## src/rtl/bcd_pkg.sv

```systemverilog
// Shared types and constants for the sequential binary-to-BCD converter.
package bcd_pkg;

    localparam int unsigned BCD_W       = 4;
    localparam int unsigned ADD3_THRESH = 5;
    localparam int unsigned MAX_DIGITS  = 10;

    typedef enum logic [1:0] {IDLE, CONV, DONE} state_e;

    // All-nines BCD vector with the low n digits set; callers slice to their width.
    function automatic logic [MAX_DIGITS*BCD_W-1:0] all_nines(input int unsigned n);
        logic [MAX_DIGITS*BCD_W-1:0] v;
        v = '0;
        for (int unsigned i = 0; i < MAX_DIGITS; i++) begin
            if (i < n) v[i*BCD_W +: BCD_W] = 4'd9;
        end
        return v;
    endfunction

endpackage

```

## src/rtl/bcd_add3.sv

```systemverilog
// Single-digit shift-add-3 adjust; the result never exceeds 12, so no inter-digit carry.
module bcd_add3
    import bcd_pkg::*;
(
    input  logic [BCD_W-1:0] digit_i,
    output logic [BCD_W-1:0] digit_o
);

    assign digit_o = (digit_i >= BCD_W'(ADD3_THRESH)) ? digit_i + BCD_W'(3) : digit_i;

endmodule

```

## src/rtl/bin2bcd_seq.sv

```systemverilog
// Sequential binary-to-packed-BCD converter: one add-3 plus shift per clock, with
// valid/ready on both sides, optional signed input, overflow saturation and blank mask.
module bin2bcd_seq
    import bcd_pkg::*;
#(
    parameter int unsigned BIN_W     = 20,
    parameter int unsigned DIGITS    = 6,
    parameter int unsigned SIGNED_EN = 0
) (
    input  logic                    sys_clk,
    input  logic                    sys_rst,
    input  logic                    in_valid,
    output logic                    in_ready,
    input  logic [BIN_W-1:0]        in_data,
    output logic                    out_valid,
    input  logic                    out_ready,
    output logic [BCD_W*DIGITS-1:0] out_bcd,
    output logic                    out_neg,
    output logic                    out_ovf,
    output logic [DIGITS-1:0]       out_blank
);

    localparam int unsigned BCD_V = BCD_W * DIGITS;
    localparam int unsigned CNT_W = $clog2(BIN_W) + 1;
    localparam logic [MAX_DIGITS*BCD_W-1:0] NINES_ALL = all_nines(DIGITS);
    localparam logic [BCD_V-1:0] NINES = NINES_ALL[BCD_V-1:0];

    state_e            state_q, state_d;
    logic [CNT_W-1:0]  cnt_q;
    logic [BCD_V-1:0]  bcd_q;
    logic [BIN_W-1:0]  bin_q;
    logic              ovf_q, neg_q;

    logic [BCD_V-1:0]  bcd_adj, bcd_step, bcd_sat;
    logic [BIN_W-1:0]  bin_step, mag;
    logic              carry_out, ovf_step, last_iter, is_neg;
    logic [DIGITS-1:0] blank_sat;

    for (genvar g = 0; g < DIGITS; g++) begin : g_add3
        bcd_add3 u_add3 (
            .digit_i(bcd_q[g*BCD_W +: BCD_W]),
            .digit_o(bcd_adj[g*BCD_W +: BCD_W])
        );
    end

    // The bit leaving the top digit means the magnitude no longer fits.
    assign {carry_out, bcd_step, bin_step} = {bcd_adj, bin_q, 1'b0};
    assign ovf_step  = ovf_q | carry_out;
    assign bcd_sat   = ovf_step ? NINES : bcd_step;
    assign last_iter = (cnt_q == CNT_W'(BIN_W - 1));

    assign is_neg = (SIGNED_EN != 0) && in_data[BIN_W-1];
    assign mag    = is_neg ? -in_data : in_data;

    always_comb begin
        logic all_zero;
        all_zero  = 1'b1;
        blank_sat = '0;
        for (int d = DIGITS - 1; d >= 1; d--) begin
            all_zero     = all_zero & (bcd_sat[d*BCD_W +: BCD_W] == '0);
            blank_sat[d] = all_zero;
        end
    end

    always_ff @(posedge sys_clk) begin
        if (sys_rst) state_q <= IDLE;
        else         state_q <= state_d;
    end

    always_comb begin
        state_d = state_q;
        unique case (state_q)
            IDLE:    if (in_valid)  state_d = CONV;
            CONV:    if (last_iter) state_d = DONE;
            DONE:    if (out_ready) state_d = IDLE;
            default: state_d = IDLE;
        endcase
    end

    always_comb begin
        in_ready  = (state_q == IDLE) & ~sys_rst;
        out_valid = (state_q == DONE);
    end

    always_ff @(posedge sys_clk) begin
        if (sys_rst) begin
            cnt_q     <= '0;
            bcd_q     <= '0;
            bin_q     <= '0;
            ovf_q     <= 1'b0;
            neg_q     <= 1'b0;
            out_bcd   <= '0;
            out_neg   <= 1'b0;
            out_ovf   <= 1'b0;
            out_blank <= '0;
        end else begin
            unique case (state_q)
                IDLE: begin
                    if (in_valid) begin
                        bcd_q <= '0;
                        bin_q <= mag;
                        cnt_q <= '0;
                        ovf_q <= 1'b0;
                        neg_q <= is_neg;
                    end
                end
                CONV: begin
                    bcd_q <= bcd_step;
                    bin_q <= bin_step;
                    ovf_q <= ovf_step;
                    cnt_q <= cnt_q + 1'b1;
                    if (last_iter) begin
                        out_bcd   <= bcd_sat;
                        out_neg   <= neg_q;
                        out_ovf   <= ovf_step;
                        out_blank <= blank_sat;
                    end
                end
                default: ;
            endcase
        end
    end

endmodule

```

## config.mk

```make
export PLATFORM = sky130hd
export DESIGN_NAME = bin2bcd_seq
export DESIGN_NICKNAME = d
export VERILOG_FILES = /design/src/rtl/bcd_pkg.sv /design/src/rtl/bcd_add3.sv /design/src/rtl/bin2bcd_seq.sv
export SDC_FILE = /design/constraint.sdc
export NUM_CORES = 1
export LEC_CHECK = 0
export ABC_AREA = 1
export CELL_PAD_IN_SITES_DETAIL_PLACEMENT = 1
export CELL_PAD_IN_SITES_GLOBAL_PLACEMENT = 2
export CORE_UTILIZATION = 32
export CTS_BUF_LIST = sky130_fd_sc_hd__clkbuf_2 sky130_fd_sc_hd__clkbuf_4 sky130_fd_sc_hd__clkbuf_8
export DETAILED_ROUTE_END_ITERATION = 6
export PLACE_DENSITY = 0.95
export SYNTH_ARGS = -nofsm -noshare
export SYNTH_HDL_FRONTEND = slang
export SYNTH_SLANG_ARGS = --single-unit
```

## constraint.sdc

```tcl
create_clock -name sys_clk -period 2.1 [get_ports sys_clk]
set_clock_uncertainty 0.1 [all_clocks]
set_input_delay 0.42 -clock sys_clk [delete_from_list [all_inputs] [get_ports sys_clk]]
set_output_delay 0.42 -clock sys_clk [all_outputs]
set_load 0.01 [all_outputs]
```

==> flow_summary.toml <==
[status]
outcome = "finished, final reports clean"

[clock_network]
h-tree-depth = 3
root_buffer = "clkbuf_8"
cts.path.max_buffers = 2
clk_latency_ns = 0.37
cts_sinks = 83
cts.clk_slew.worst_paths_ns = 0.08
cts_tree = "built"
cts_buffers = 9
postCtsHoldBufs = 0

[worst_hold_path]
min_to = "cnt_q[5]$_SDFFE_PP0P_"
min-delay-start = "cnt_q[5]$_SDFFE_PP0P_"
hold_path.class = "reg -> reg"
min_path_cells = 2

[global_routing]
met3_usage_pct = 2.91
grtUsageTotal_pct = 18.4
grt.overflow.total = 0
antenna_found_initial = 0
grt_start_max_net_pins = 49
met1_usage_pct = 23.0
grt_pass1_vias = 3851
use_met2_pct = 30.7
grt_first_pass_wirelength_mm = 18.7
busiest_layer = "met2"

[final_layout]
areaGrowthSynthToFinish_pct = 23.8
antenna_cells = 0
finish.utilization_pct = 41.1
final_cells = 792
final_cell_mix = "nand2_1, dfxtp_1, inv_1, clkdlybuf4s50_1, a21oi_1"
layout_commonest_cell = "nand2_1"
nets = 656
drive_above_1_share_pct = 10.1

[timing]
setup-violations-final = 0
final.min_clock_period_ns = 1.90
timing.fmax_ghz = 0.526
final.period_utilization_pct = 90.5
tightest_slew_ns = 0.548
maxSlewViolCount = 0
rsz0062_at_grt = "false"
relSlewSlack_pct = 63.5
hold_viol = 0
setup_tns_ns = 0

[worst_setup_path]
arrival_ns = 2.10
rr_worst_depth = 13
crit_fanout = 5
crit_type = "reg -> reg"
cp_top_family = "simple AND/OR/NAND/NOR gates"
path_common_cell = "nand2_1"
slowest_stage = "dfxtp_1"
r2r_end = "out_blank[2]$_SDFFE_PP0P_"
path_cells = "inv_1 > ha_1 > inv_1 > nand2_2 > nand3_2 > nand2_1 > nand2_1 > nand2_1 > nor2_1 > nand2_1 > nor2_4 > nand3_1 > a21oi_1"
worstSetupEndpointType = "register"
max_stage_delay_ns = 0.38
critical_path_buf_inv_count = 2
required_ns = 2.30
reg2reg_slack_ns = 0.20
worst_setup_path_start_kind = "register"
r2r-start = "bcd_q[21]$_SDFFE_PP0P_"

[synthesis]
syn_area_mm2 = 0.00404
synth_edf_count = 0
yosys_most_used_dff = "dfxtp_1"
synthCells = 567
ys_warn_count = 0
async_flop_share_pct = 0
ys_ff_latch = 83
synth.distinct_cells = 33
synth_area_per_cell_um2 = 7.12
ys_seq_area_share_pct = 41.2

[route]
wirelength_mm = 11.2
wl_per_cell_um = 14.2
first_pass_iters = 4
drc = 0
viasPerCell = 4.92
drt_iter0_drc = 136
dr_total_vias = 3897
ant_nets = 0

[job]
max-cap-violations = 0

[floorplan]
die_area_mm2 = 0.0131
die-height_um = 114
fp.coreArea_mm2 = 0.0122
num_io_pins = 58
die_w_um = 114
rows = 40
start_util_pct = 33.2

[power]
power_mw = 3.14
vdd_drop_max_mv = 0.314
power.density_mw_per_mm2 = 629
leakage_nw = 2.08

[place]
place.gp.congestion = 0.837
numPortBuffers = 55
dp_hpwl_mm = 8.32
dp.cells = 776
cells by family after synthesis:
logic type	share of synthesized area, %
other	0.0929
flip-flops	41.2
AO/OA/AOI/OAI	15.2
XOR/XNOR	0.217
adder cells (fa/ha/maj)	4.03
AND/OR/NAND/NOR	30.1
buffers and inverters	9.30
registers in the layout, indices dropped and copies added, names as in the netlist:
register / flops
out_blank: 5
bcd_q: 24
out_bcd: 24
cnt_q: 6
bin_q: 20
out_ovf: 1
ovf_q: 1
state_q: 2
per-stage QoR:
stage / hold WS, ns / area [um2] / setup slack, ns
6_report: 0.365 / 5000 / 0.199
5_1_grt: 0.388 / 5000 / 0.00505
4_1_cts: 0.371 / 4990 / 0.0711
3_5_place_dp: 0.359 / 4780 / 0.116
3_3_place_gp: 0.352 / 4780 / 0.173
2_1_floorplan: 0.340 / 4040 / 0.450
cell usage after synthesis (5+ instances only):
library cell	n	share of area, %
nand4_1	9	1.4
inv_1	56	5.2
a21oi_1	43	5.3
nor2_1	26	2.4
o21ai_0	21	2.6
a31oi_1	14	2.2
nand3_1	34	4.2
a211oi_1	8	1.5
dfxtp_1	83	41
nor2_2	7	1.1
ha_1	13	4.0
buf_2	12	1.5
clkbuf_1	10	0.93
nand2_2	7	1.1
o211ai_1	9	1.7
nand2_1	178	17
nor3_1	5	0.62
worst min-delay path, cell delays in order, from the launching register on:
cell     delay (ns)
dfxtp_1        0.31
nand2_1        0.06
a21oi_1        0.05
what timing repair did:
action | 4_1_cts | 5_1_grt
buffers inserted | 0 | 0
setup endpoints to repair | 1 | 5
resized for setup | 2 | 5
pin swaps | 0 | 1
per-layer routing:
| layer | part of all wire, % | wire length [um] |
|---|---|---|
| met4 | 2.2 | 245 |
| met1 | 47 | 5320 |
| met2 | 48 | 5340 |
| met3 | 2.8 | 316 |
| met5 | 0 | 0 |
power by group:
| group | leakage (nW) | internal, mW | switching, mW |
|---|---|---|---|
| Combinational | 1.29 | 0.0980 | 0.153 |
| Sequential | 0.673 | 1.60 | 0.0201 |
| Clock | 0.113 | 0.675 | 0.595 |
| Total | 2.08 | 2.38 | 0.767 |
how the worst max path moves through the flow:
stage / slack (ns) / start / cells past startpoint / end
after floorplan: 0.45 / bcd_q[20]$_SDFFE_PP0P_ / 13 / out_blank[1]$_SDFFE_PP0P_
after global placement: 0.17 / in_valid / 7 / bcd_q[20]$_SDFFE_PP0P_
after detailed placement: 0.12 / in_valid / 7 / bcd_q[12]$_SDFFE_PP0P_
after CTS: 0.07 / state_q[1]$_SDFFE_PP0P_ / 2 / in_ready
after global routing: 0.005 / bcd_q[21]$_SDFFE_PP0P_ / 13 / out_blank[1]$_SDFFE_PP0P_
final: 0.20 / bcd_q[21]$_SDFFE_PP0P_ / 13 / out_blank[2]$_SDFFE_PP0P_
layout make-up:
type	instances	area, um2
clock inverter	6	80.1
inverter	60	225
multi-input combinational	396	2010
fill	1545	7160
sequential	83	1660
clock buffer	10	131
tap	168	210
timing repair buffer	69	677
(Power assumes the default switching activity.)
